**src/rtl/des_key_sched_iter.sv**
```systemverilog
// Iterative DES round-key scheduler: loads PC1(key) on start, then emits one
// PC2 round key per valid/ready handshake in encrypt (K1..K16) or decrypt (K16..K1) order.
module des_key_sched_iter #(
    parameter int KEY_W      = 64,
    parameter int RK_W       = 48,
    parameter int NUM_ROUNDS = 16
) (
    input  logic             clk,
    input  logic             rst_n,
    input  logic             start,
    input  logic             decrypt,
    input  logic [KEY_W-1:0] key_in,
    input  logic             key_ready,
    output logic             key_valid,
    output logic [RK_W-1:0]  round_key,
    output logic [3:0]       round_idx,
    output logic             last,
    output logic             busy
);

    // Handshake: a key transfers on a rising edge where key_valid && key_ready;
    // round_key/round_idx/last are held stable while key_valid && !key_ready.

    typedef enum logic {
        IDLE = 1'b0,
        GEN  = 1'b1
    } state_t;

    localparam int PC1_TAB [56] = '{
        57, 49, 41, 33, 25, 17,  9,  1, 58, 50, 42, 34, 26, 18,
        10,  2, 59, 51, 43, 35, 27, 19, 11,  3, 60, 52, 44, 36,
        63, 55, 47, 39, 31, 23, 15,  7, 62, 54, 46, 38, 30, 22,
        14,  6, 61, 53, 45, 37, 29, 21, 13,  5, 28, 20, 12,  4
    };

    localparam int PC2_TAB [48] = '{
        14, 17, 11, 24,  1,  5,  3, 28, 15,  6, 21, 10,
        23, 19, 12,  4, 26,  8, 16,  7, 27, 20, 13,  2,
        41, 52, 31, 37, 47, 55, 30, 40, 51, 45, 33, 48,
        44, 49, 39, 56, 34, 53, 46, 42, 50, 36, 29, 32
    };

    // Table entries use DES numbering: bit 1 is the MSB of the vector.
    function automatic logic [55:0] pc1(input logic [63:0] k);
        logic [55:0] r;
        r = '0;
        for (int i = 0; i < 56; i++) begin
            r[6'(55 - i)] = k[6'(64 - PC1_TAB[i])];
        end
        return r;
    endfunction

    function automatic logic [47:0] pc2(input logic [55:0] cd);
        logic [47:0] r;
        r = '0;
        for (int i = 0; i < 48; i++) begin
            r[6'(47 - i)] = cd[6'(56 - PC2_TAB[i])];
        end
        return r;
    endfunction

    // Encrypt rounds 1, 2, 9 and 16 shift by one; every other round by two.
    function automatic logic shift_two(input int r);
        return !(r == 1 || r == 2 || r == 9 || r == 16);
    endfunction

    function automatic logic [27:0] rot_l(input logic [27:0] x, input logic two);
        return two ? {x[25:0], x[27:26]} : {x[26:0], x[27]};
    endfunction

    function automatic logic [27:0] rot_r(input logic [27:0] x, input logic two);
        return two ? {x[1:0], x[27:2]} : {x[0], x[27:1]};
    endfunction

    state_t      state;
    state_t      state_nxt;
    logic [27:0] c_q;
    logic [27:0] d_q;
    logic [3:0]  cnt_q;
    logic        mode_q;
    logic        load;
    logic        advance;
    logic        final_cnt;
    logic [55:0] pc1_key;
    logic        two_enc;
    logic        two_dec;

    assign pc1_key   = pc1(key_in);
    assign final_cnt = (cnt_q == 4'(NUM_ROUNDS - 1));
    assign two_enc   = shift_two(int'(cnt_q) + 2);
    assign two_dec   = shift_two(16 - int'(cnt_q));

    always_ff @(posedge clk or negedge rst_n) begin
        if (!rst_n) begin
            state <= IDLE;
        end else begin
            state <= state_nxt;
        end
    end

    always_comb begin
        state_nxt = state;
        load      = 1'b0;
        advance   = 1'b0;
        case (state)
            IDLE: begin
                if (start) begin
                    load      = 1'b1;
                    state_nxt = GEN;
                end
            end
            GEN: begin
                if (key_ready) begin
                    if (final_cnt) begin
                        state_nxt = IDLE;
                    end else begin
                        advance = 1'b1;
                    end
                end
            end
            default: state_nxt = IDLE;
        endcase
    end

    // Encrypt pre-applies round 1's shift at load; decrypt starts from C0/D0 == C16/D16.
    always_ff @(posedge clk or negedge rst_n) begin
        if (!rst_n) begin
            c_q    <= '0;
            d_q    <= '0;
            cnt_q  <= '0;
            mode_q <= 1'b0;
        end else if (load) begin
            mode_q <= decrypt;
            cnt_q  <= '0;
            c_q    <= decrypt ? pc1_key[55:28] : rot_l(pc1_key[55:28], 1'b0);
            d_q    <= decrypt ? pc1_key[27:0]  : rot_l(pc1_key[27:0], 1'b0);
        end else if (advance) begin
            cnt_q <= cnt_q + 4'd1;
            c_q   <= mode_q ? rot_r(c_q, two_dec) : rot_l(c_q, two_enc);
            d_q   <= mode_q ? rot_r(d_q, two_dec) : rot_l(d_q, two_enc);
        end
    end

    assign key_valid = (state == GEN);
    assign busy      = key_valid;
    assign last      = key_valid && final_cnt;
    assign round_idx = key_valid ? cnt_q : 4'd0;
    assign round_key = key_valid ? pc2({c_q, d_q}) : '0;

endmodule
```
**config.mk**
```make
export PLATFORM = sky130hd
export DESIGN_NAME = des_key_sched_iter
export DESIGN_NICKNAME = d
export VERILOG_FILES = /design/src/rtl/des_key_sched_iter.sv
export SDC_FILE = /design/constraint.sdc
export NUM_CORES = 1
export LEC_CHECK = 0
export ABC_CLOCK_PERIOD_IN_PS = 5900
export CAP_MARGIN = 20
export CORE_MARGIN = 3
export CORE_UTILIZATION = 52
export DETAILED_ROUTE_END_ITERATION = 7
export DONT_BUFFER_PORTS = 1
export PLACE_DENSITY = 0.73
export SETUP_SLACK_MARGIN = 0.4
export SYNTH_ARGS = -nofsm -noshare
export SYNTH_HDL_FRONTEND = slang
export SYNTH_SLANG_ARGS = --single-unit
```
**constraint.sdc**
```tcl
create_clock -name clk -period 5.9 [get_ports clk]
set_clock_uncertainty 0.15 [all_clocks]
set_input_delay 0.885 -clock clk [delete_from_list [all_inputs] [get_ports clk]]
set_output_delay 0.885 -clock clk [all_outputs]
set_load 0.1 [all_outputs]
```
## Word level (Yosys, flattened, before mapping)

Cells that the tools add are included.

| storage, ports and cells | value |
|---|---|
| register bits | 62 |
| bits of input ports | 69 |

| cells by class | value |
|---|---|
| $add $sub $neg | 3 |
| equal/unequal tests | 9 |
| mux-type cells | 23 |
| bitwise operators | 1 |
| reductions and logical operators | 8 |

Operators with widths:

| kind | count |
|---|---|
| 28-bit 2-to-1 mux | 11 |
| 32-bit 2-to-1 mux | 1 |
| 4-bit 2-to-1 mux | 3 |
| 6-bit by 2-bit == test with 1-bit output (second input constant) | 1 |
| 6-bit by 3-bit == test with 1-bit output (second input constant) | 1 |
| 6-bit by 5-bit == test with 1-bit output (second input constant) | 1 |
| 6-bit == test (second input constant) | 1 |
| 1-bit logical OR | 6 |
| 1-bit 2-to-1 mux | 6 |
| 5-bit by 4-bit subtractor with 6-bit output (first input constant) | 1 |
| 4-bit by 2-bit adder with 5-bit output (second input constant) | 1 |
| 5-bit by 1-bit == test with 1-bit output (second input constant) | 1 |
| 5-bit by 2-bit == test with 1-bit output (second input constant) | 1 |
| 5-bit by 4-bit == test with 1-bit output (second input constant) | 1 |
| 5-bit == test (second input constant) | 1 |
| 5-bit 2-to-1 mux | 1 |
| 4-bit by 1-bit adder with 4-bit output (second input constant) | 1 |
| 4-bit == test (second input constant) | 1 |
| 1-bit one-hot mux with 2 select lines | 1 |
| 2-bit nonzero test | 1 |
| 1-bit logical AND | 1 |
| 1-bit inverter | 1 |

## Logic depth before layout (Yosys ltp)

Gate-level depths: netlist (run 1).

| logic depth | value |
|---|---|
| depth after elaboration | 9 |
| gate-level depth with buffers | 10 |
| gate-level depth less buffers | 7 |

## Least setup slack after synthesis (run 1)

No wires, ideal clock.

| timing | value |
|---|---|
| kind | register to output |
| start point | register state (netlist: busy) |
| end point | output port round_key[16] |
| data arrival time | 2228 ps |
| required time | 4865 ps |
| slack | 2637 ps |
| stages on the path, launching flop included | 4 |
| cells stage by stage | dfrtp_1 -> clkbuf_1 -> clkbuf_1 -> and2_1 |

| between the ends | value |
|---|---|
| cells in the longest elaborated chain, start to end | 1 |

Ends and longest elaborated chain:

| item | RTL line | text |
|---|---|---|
| start: declaration | 75 | `state_t state;` |
| start signal: assignment | 97 | `state <= state_nxt;` |
| 32-bit 2-to-1 mux | 148 | `assign round_key = key_valid ? pc2({c_q, d_q}) : '0;` |
| end: declaration | 15 | `output logic [RK_W-1:0] round_key,` |

Every way passes these cells. The select of a mux whose other input is x is not followed.

## Worst setup path in the final report (run 1)

| timing | value |
|---|---|
| start point | register state (netlist: busy) |
| end point | output port round_key[18] |

The elaborated chain is that of the path after synthesis.

==> flow_summary.ini, run 1 <==
[power_and_ir_drop]
power_frac_clock_pct = 14.5
p_sw_share_pct = 53.9
design_power_total_uw = 2860
power.share.combinational_pct = 56.1
ir_drop_mv = 0.390
sw_power_uw = 1540
power_density_nw_per_um2 = 611
share_seq_of_total_power_pct = 29.4
cellLeakagePower_uw = 0.00223
internal_power_uw = 1320

[floorplanning]
pin_count = 124
chipHeight_um = 100
row_count = 33
core_area_sq_um = 8380
effective_utilization_at_floorplan_pct = 54.8
die_w_um = 100
floorplan.die_area_sq_um = 9990

[routing]
route.vias.total = 3533
met2RoutedLength_um = 4680
vias_per_cell = 6.39
routed-wl-met3_um = 613
top_metal_layer_carrying_routed_signals = met4
drt_first_pass_iters = 5
route.detailed.drc = 0
drt_wl_total_um = 10400
routed_wire_length_per_instance_um = 18.8
met1Wirelength_um = 4920
detail-route-antenna-nets = 0
drt_iter0_drc = 190

[global_route]
grt_pass1_wl_um = 17300
first_global_vias = 3444
grt-ovfl-total = 0
globalRouteTotalUtil_pct = 21.1
antenna_found_initial = 0
grt_max_degree = 63

[logic_synthesis]
synth-seq-cells = 62
post_synthesis_sequential_area_ratio_pct = 33.8
yosysWarnings = 0
most_common_flop_cell_mapped_by_yosys = dfrtp_1
postSynth.asyncResetShare_pct = 100
syn_avg_cell_area_sq_um = 9.81
ys_types = 43
synthesized_instance_count = 468
synth-edff-count = 0
synthesis.area_sq_um = 4590

[cts]
clkSlewWorstSetupHoldPaths_ns = 0.07
cts_max_path_buffers = 2
cts_tree = yes
cts_inserted_buffers = 9
ctsHtreeMaxLevel = 3
hold_buffers = 0
cts_sinks = 62
clk_latency_ns = 0.33
ctsResizeCount = 0
cts-root-buf = clkbuf_8
cts_post_setup_buffers_inserted = 0

[place]
place_hpwl_um = 6360
io_buffer_count = 0
postPlaceCellArea_sq_um = 4460
gp_congestion = 0.779

[sta]
timing.final.hold_violations = 0
rsz_0062_raised_after_global_routing = false
worst_tran_pin_value_ns = 1.01
finalMaxSlewViolations = 0
final_period_minus_worst_setup_slack_ns = 3.46
setup_viol = 0
share_of_the_clock_period_used_by_the_worst_path_pct = 58.6
fin_worst_hold_slack_ns = 0.0879
slew_headroom_pct = 33.3
finalSetupTns_ns = 0
highest_achievable_clock_rate_mhz = 289

[critical_path]
cp.arrival_ns = 2.42
cp_cell_sequence = buf_4, and2_1
worst_path_dominant_cell_family = simple AND/OR/NAND/NOR gates
required_ns = 4.87
ws_path_type = reg -> out
startpoint_type = register
timing.critical_path.fanout_max = 24
crit_path_max_incr_delay_ns = 0.88
worstSetupEndpointType = output pin
critical_path.slowest_cell = and2_1
timing.critical_path.buf_inv = 1

[final_layout]
fin_area_sq_um = 4670
nNetsFinal = 519
layout-drive-gt1-share_pct = 6.03
area.growth.synth_to_final_pct = 1.83
final_util_pct = 55.8
fillCellCount = 747
num_antenna_cells = 0

[hold_path]
hold_path_class = in -> async

[run_status]
outcome = finished, final reports clean

[job]
drv_cap = 0
path summary, 6_finish.rpt:
path / from / end / slack, ns / depth (start not counted)
max reg2reg: cnt_q[1]$_DFFE_PN0P_ / c_q[18]$_DFFE_PN0P_ / 2.61 / 8
min reg2reg: c_q[6]$_DFFE_PN0P_ / c_q[6]$_DFFE_PN0P_ / 0.42 / 2
min: rst_n / d_q[12]$_DFFE_PN0P_ / 0.09 / 0
max in group asynchronous: rst_n / busy$_DFF_PN0_ / 5.40 / 0
max: busy$_DFF_PN0_ / round_key[18] / 2.44 / 2
min in group clk: c_q[6]$_DFFE_PN0P_ / c_q[6]$_DFFE_PN0P_ / 0.42 / 2
synth_stat cells (all sizes together) (3+ instances only):
master,number,area (sq um)
dfrtp,62,1550
nand3,4,20.0
mux2i,120,1200
nor2,20,75.1
ha,7,87.6
and3,3,18.8
a31oi,3,18.8
a32oi,4,35.0
buf,38,310
a22oi,4,30.0
clkbuf,25,93.8
o31ai,3,27.5
o21ai,7,35.0
nand2,45,171
inv,4,15.0
and2,31,194
a21oi,13,65.1
o221ai,54,473
mux2,3,33.8
power groups by stage:
| stage | clock network [uW] | registers, uW | logic (uW) |
|---|---|---|---|
| finish | 415 | 840 | 1600 |
| global route | 440 | 874 | 1700 |
| CTS | 421 | 836 | 1600 |
| global placement | 0 | 832 | 1580 |
| detailed placement | 0 | 843 | 1600 |
| floorplan | 0 | 749 | 1520 |
flip-flops by register name, indices dropped and copies added, names as in the netlist:
name / cells
mode_q: 1
c_q: 28
d_q: 28
cnt_q: 4
busy: 1
kinds of logic after synthesis:
group	count (synthesis)	synth area share, %
muxes	123	26.9
and+or+nand+nor	112	11.9
AOI/OAI and AO/OA	95	16.1
buffers and inverters	67	9.13
DFF	62	33.8
adders and majority gates	7	1.91
other	1	0.0817
xor gates and xnor gates	1	0.191
worst reg2reg max path, stage by stage, from the launching register on:
cell and delay, ns:
dfrtp_1 0.49, inv_1 0.14, ha_1 0.33, nor4b_1 0.29, a31oi_1 0.12, nand2_2 0.56
buf_4 0.60, mux2i_1 0.31, o221ai_1 0.14
through the flow:
stage	std cells	setup WS, ns
finish	553	2.44
global route	553	2.31
CTS	553	2.43
detailed placement	537	2.67
global placement	537	2.73
floorplan	489	2.64
final cells by class:
| type | instances | area, sq um | area share (%) |
|---|---|---|---|
| clock buffers | 12 | 145 | 3.10 |
| clock inverters | 4 | 70.1 | 1.50 |
| inverters | 4 | 15.0 | 0.321 |
| multi-input cells | 360 | 2720 | 58.1 |
| flip-flops and latches | 62 | 1550 | 33.2 |
| well taps | 105 | 131 | 2.81 |
| repair buffers | 6 | 45.0 | 0.964 |
metal layers:
layer,track usage [%],up-vias
li1,-,1651
met2,32.4,117
met1,29.8,1753
met3,5.07,12
met4,6.20,0
met5,0,-
placed cells by master, fill, tap and decap left out, types with 2 or more instances in the layout:
master / n
mux2i_1: 120
dfrtp_1: 61
o221ai_1: 54
nand2_1: 44
and2_1: 31
conb_1: 22
nor2_1: 19
a21oi_1: 13
clkbuf_8: 10
ha_1: 7
o21ai_0: 6
buf_4: 6
inv_1: 4
nand3_1: 4
a22oi_1: 4
a32oi_1: 4
and3_1: 3
a31oi_1: 3
a21boi_0: 2
nand2b_1: 2
o31ai_1: 2
mux2_2: 2
o211ai_1: 2
clkbuf_1: 2
clkinv_2: 2
bufinv_16: 2
Note: power is estimated with default switching activity, not from simulation.
==> run 2, diff against run 1 <==
ABC_AREA = 1   (was not set)
ABC_CLOCK_PERIOD_IN_PS = 3600   (was 5900)
clock period = 3.6 ns   (was 5.9 ns; I/O delays follow)
==> flow_summary.ini, run 2 <==
[routing]
detail-route-antenna-nets = 0
drt_iter0_drc = 445
drt_wl_total_um = 12800
route.vias.total = 4950
routed_wire_length_per_instance_um = 14.3
drt_first_pass_iters = 5
route.detailed.drc = 0
vias_per_cell = 5.52

[global_route]
globalRouteTotalUtil_pct = 23.6
grt-ovfl-total = 0
grt_pass1_wl_um = 21700
first_global_vias = 4589
grt_max_degree = 63
antenna_found_initial = 0

[logic_synthesis]
synth-edff-count = 0
yosysWarnings = 0
postSynth.asyncResetShare_pct = 100
most_frequent_cell_after_synthesis = nand2_1
syn_avg_cell_area_sq_um = 6.29
most_common_flop_cell_mapped_by_yosys = dfrtp_1
yosys-top-cells-area = dfrtp_1, nand2_1, nand3_1
ys_types = 27
yosys-top-cells-count = nand2_1, nand3_1, dfrtp_1, inv_1, buf_4
post-synth-top-area-fraction_pct = 31.0
synth_top_cell_by_area = dfrtp_1
synth-seq-cells = 62
post_synthesis_sequential_area_ratio_pct = 31.0
synthesized_instance_count = 795
synthesis.area_sq_um = 5000

[sta]
setup_slack_ns = 0.953
timing.final.hold_violations = 0
setup_viol = 0
worst_tran_pin_value_ns = 0.842
finalMaxSlewViolations = 0
slew_headroom_pct = 43.8
rsz_0062_raised_after_global_routing = false
finalSetupTns_ns = 0
highest_achievable_clock_rate_mhz = 378
share_of_the_clock_period_used_by_the_worst_path_pct = 73.5
final_period_minus_worst_setup_slack_ns = 2.65

[place]
gp_congestion = 0.851
placement.setup.worst_slack_ns = 1.11
placed_cells_incl_taps = 880
io_buffer_count = 0
place_hpwl_um = 7710

[critical_path]
worst_r2r_startpoint = cnt_q[1]$_DFFE_PN0P_
cp_cell_sequence = nand2_1, inv_1
r2r_path_end = d_q[0]$_DFFE_PN0P_
required_ns = 2.91
startpoint_type = register
crit_path_max_incr_delay_ns = 0.77
timing.reg2reg.worst_path_depth = 12
worst_path_dominant_cell_family = flip-flops
reg2reg_slack_ns = 1.08
critical_path.slowest_cell = dfrtp_2
timing.critical_path.buf_inv = 1
timing.critical_path.fanout_max = 33
cp.arrival_ns = 1.96
ws_path_type = reg -> out
cp-startpoint = busy$_DFF_PN0_
timing.critical_path.depth = 2
worstSetupEndpointType = output pin
timing.critical_path.to = round_key[27]

[cts]
cts_tree = yes
cts_sinks = 62
cts-root-buf = clkbuf_8
cts_max_path_buffers = 2
ctsHtreeMaxLevel = 3
clk_latency_ns = 0.34
cts_inserted_buffers = 9
cts_post_setup_buffers_inserted = 0
ctsResizeCount = 0
clkSlewWorstSetupHoldPaths_ns = 0.08

[final_layout]
multi_input_gate_area_in_the_final_layout_sq_um = 2790
fillCellCount = 900
final_util_pct = 54.8
area.growth.synth_to_final_pct = 1.83
nNetsFinal = 840
finalNonFillerCells = 897
largestRegisters = c_q (28), d_q (28), cnt_q (4)
layout-drive-gt1-share_pct = 6.12
mostFrequentLayoutCells = nand2_1, nand3_1, inv_1
final_common_cell = nand2_1
final-seq-area_sq_um = 1550
num_antenna_cells = 0

[floorplanning]
floorplan.die_area_sq_um = 10800
row_count = 35
pin_count = 124
die_w_um = 104
chipHeight_um = 104
core_area_sq_um = 9280
effective_utilization_at_floorplan_pct = 53.8

[hold_path]
hold_path_class = in -> reg

[run_status]
outcome = finished, final reports clean

[job]
drv_cap = 0
-- run 2: changes by cell type after synthesis, sizes merged, moves of 31 or more --
cell / change
and2: -31
nand3: +173
mux2i: -120
inv: +65
nand2: +290
o221ai: -54
-- run 2: area by class of cell --
class | count | share of cell area, %
multi-input cells | 610 | 54.8
flip-flops and latches | 62 | 30.5
inverters | 69 | 5.09
well taps | 129 | 3.17
clock buffers | 10 | 2.51
repair buffers | 12 | 2.46
clock inverters | 5 | 1.48
-- run 2: cells by family after synthesis --
family,count (synthesis),synth area share [%]
AO/OA/AOI/OAI,50,6.48
adder cells (fa/ha/maj),7,1.75
buffers and inverters,144,14.8
flip-flops,62,31.0
other,1,0.0750
AND/OR/NAND/NOR,531,45.8
-- run 2: worst min path at each step --
stage	slack (ns)	from	to	depth (start not counted)
floorplan	0.09	rst_n	busy$_DFF_PN0_	0
global placement	0.1	rst_n	d_q[25]$_DFFE_PN0P_	0
detailed placement	0.1	rst_n	d_q[25]$_DFFE_PN0P_	0
CTS	0.17	key_in[26]	d_q[16]$_DFFE_PN0P_	2
global route	0.18	key_in[26]	d_q[16]$_DFFE_PN0P_	2
finish	0.17	key_in[26]	d_q[16]$_DFFE_PN0P_	2
-- run 2: stage by stage --
stage / instance area (sq um) / hold slack [ns]
5_1_grt: 5090 / 0.179
3_5_place_dp: 4850 / 0.0960
4_1_cts: 5090 / 0.168
6_report: 5090 / 0.174
2_1_floorplan: 5080 / 0.0944
3_3_place_gp: 4850 / 0.0959
-- run 2: routing by layer --
layer  vias to the layer above  track usage (%)  part of all wire, %  routed length, um
met4                         0             6.93                 0.80                102
li1                       2435                -                    -                  -
met2                       207             38.3                   47               6000
met3                         8             5.21                  7.7                987
met5                         -                0                    0                  0
met1                      2300             31.7                   45               5710
-- run 2: repair_timing --
item                                    in CTS  in global routing
endpoints found under the setup margin       0                  0
hold buffers                                 2                  0
endpoints found under the hold margin       62                  0
Power of run 2 is not shown: default switching activity piles up to over one toggle a cycle in this logic, so the estimate is an artifact.
==> run 3, diff against run 2 <==
ABC_CLOCK_PERIOD_IN_PS = 2550   (was 3600)
clock period = 2.55 ns   (was 3.6 ns; I/O delays follow)
==> flow_summary.ini, run 3 (synthesis results as in run 2) <==
[sta]
share_of_the_clock_period_used_by_the_worst_path_pct = 84.5
timing.final.hold_violations = 0
finalMaxSlewViolations = 0
setup_viol = 0
fin_worst_hold_slack_ns = 0.0196
finalSetupTns_ns = 0
highest_achievable_clock_rate_mhz = 464
worst_tran_pin_value_ns = 0.626
final_period_minus_worst_setup_slack_ns = 2.16
slew_headroom_pct = 58.3
setup_slack_ns = 0.395
rsz_0062_raised_after_global_routing = true

[critical_path]
reg2reg_slack_ns = 0.39
cp.arrival_ns = 2.25
crit_path_max_incr_delay_ns = 0.44
cp-startpoint = cnt_q[1]$_DFFE_PN0P_
timing.reg2reg.worst_path_depth = 12
critical_path.slowest_cell = dfrtp_2
worstSetupEndpointType = register
startpoint_type = register
timing.critical_path.depth = 12
timing.critical_path.buf_inv = 5
cp_cell_sequence = buf_4, ha_2, nand2_2, nor2_2, inv_1, nand2_2, inv_2, nor2_4, clkinv_4, or2_0, nand2_1, inv_1
timing.critical_path.fanout_max = 7
required_ns = 2.64
ws_path_type = reg -> reg
worst_path_dominant_cell_family = simple AND/OR/NAND/NOR gates
r2r_path_end = d_q[8]$_DFFE_PN0P_
worst_r2r_startpoint = cnt_q[1]$_DFFE_PN0P_
timing.critical_path.to = d_q[8]$_DFFE_PN0P_

[final_layout]
area.growth.synth_to_final_pct = 17.7
fillCellCount = 855
largestRegisters = c_q (28), d_q (28), cnt_q (4)
layout-drive-gt1-share_pct = 16.7
final_util_pct = 63.3
final_common_cell = nand2_1
nNetsFinal = 884
num_antenna_cells = 0
mostFrequentLayoutCells = nand2_1, nand3_1, dfrtp_1

[cts]
ctsHtreeMaxLevel = 3
cts-root-buf = clkbuf_8
cts_sinks = 62
cts_max_path_buffers = 2
cts_tree = yes
cts_inserted_buffers = 9
clk_latency_ns = 0.35
clkSlewWorstSetupHoldPaths_ns = 0.07

[routing]
route.detailed.drc = 0
drt_wl_total_um = 14600
vias_per_cell = 5.66
route.vias.total = 5335
drt_iter0_drc = 726
routed_wire_length_per_instance_um = 15.5
detail-route-antenna-nets = 0
drt_first_pass_iters = 5

[global_route]
first_global_vias = 4549
antenna_found_initial = 0
globalRouteTotalUtil_pct = 24.0
grt_max_degree = 63
grt_pass1_wl_um = 22100
grt-ovfl-total = 0

[floorplanning]
pin_count = 124
effective_utilization_at_floorplan_pct = 53.8
chipHeight_um = 104
core_area_sq_um = 9280
row_count = 35
floorplan.die_area_sq_um = 10800
die_w_um = 104

[run_status]
outcome = finished, final reports clean

[place]
placement.setup.worst_slack_ns = 0.190
place_hpwl_um = 8190
io_buffer_count = 0
gp_congestion = 0.871

[hold_path]
hold_path_class = in -> reg
hp-start = key_in[26]

[job]
drv_cap = 0
-- run 3: changes by cell type in the layout (fill, tap and decap cells not counted), moves of 3 or more --
| cell | previous run | this run |
|---|---|---|
| ha_1 | 7 | 3 |
| clkbuf_16 | 0 | 7 |
| buf_4 | 9 | 31 |
| buf_12 | 1 | 12 |
| ha_2 | 0 | 4 |
| dfrtp_1 | 61 | 58 |
| inv_2 | 7 | 4 |
| clkinvlp_4 | 0 | 32 |
| inv_1 | 62 | 30 |
| nand2_1 | 328 | 325 |
-- run 3: per-stage QoR --
stage / std cells / area (sq um)
finish: 942 / 5880
global route: 942 / 5880
CTS: 911 / 5350
detailed placement: 890 / 5070
global placement: 890 / 5070
floorplan: 816 / 5200
-- run 3: layer usage --
layer  GRT usage (%)  wire [um]  share of wire, %  vias up
met3            3.66       1380               9.5       25
met4            8.45        280               1.9        0
met2            37.8       6810                47      310
met5               0          0                 0        -
met1            33.6       6080                42     2470
li1                -          -                 -     2530
-- run 3: worst reg2reg max path: stages (launching register included) --
cell,delay (ns)
dfrtp_2,0.44
buf_4,0.14
ha_2,0.19
nand2_2,0.10
nor2_2,0.11
inv_1,0.06
nand2_2,0.08
inv_2,0.06
nor2_4,0.25
clkinv_4,0.12
or2_0,0.22
nand2_1,0.09
inv_1,0.04
-- run 3: worst min-delay path by stage --
stage	slack (ns)	to	depth (start not counted)
finish	0.02	d_q[16]$_DFFE_PN0P_	2
global route	0.03	d_q[24]$_DFFE_PN0P_	2
CTS	0.02	d_q[16]$_DFFE_PN0P_	2
detailed placement	-0.06	c_q[3]$_DFFE_PN0P_	0
global placement	-0.06	c_q[7]$_DFFE_PN0P_	0
floorplan	-0.06	c_q[0]$_DFFE_PN0P_	0
-- run 3: area by class of cell --
cell class,count,area [sq um],area share (%)
Inverter,69,403,6.85
Timing Repair Buffer,55,713,12.1
Clock buffer,12,135,2.30
Tap cell,129,161,2.75
Multi-Input combinational cell,611,2860,48.6
Clock inverter,4,47.5,0.809
Sequential cell,62,1560,26.5
-- run 3: timing repair --
action,CTS,global route
gates resized for setup,12,42
hold endpoints to repair,62,0
setup endpoints to repair,75,65
pin swaps,0,8
gates cloned,0,8
buffers inserted,3,23
hold buffers,2,0
Power of run 3 is left out for the same reason.
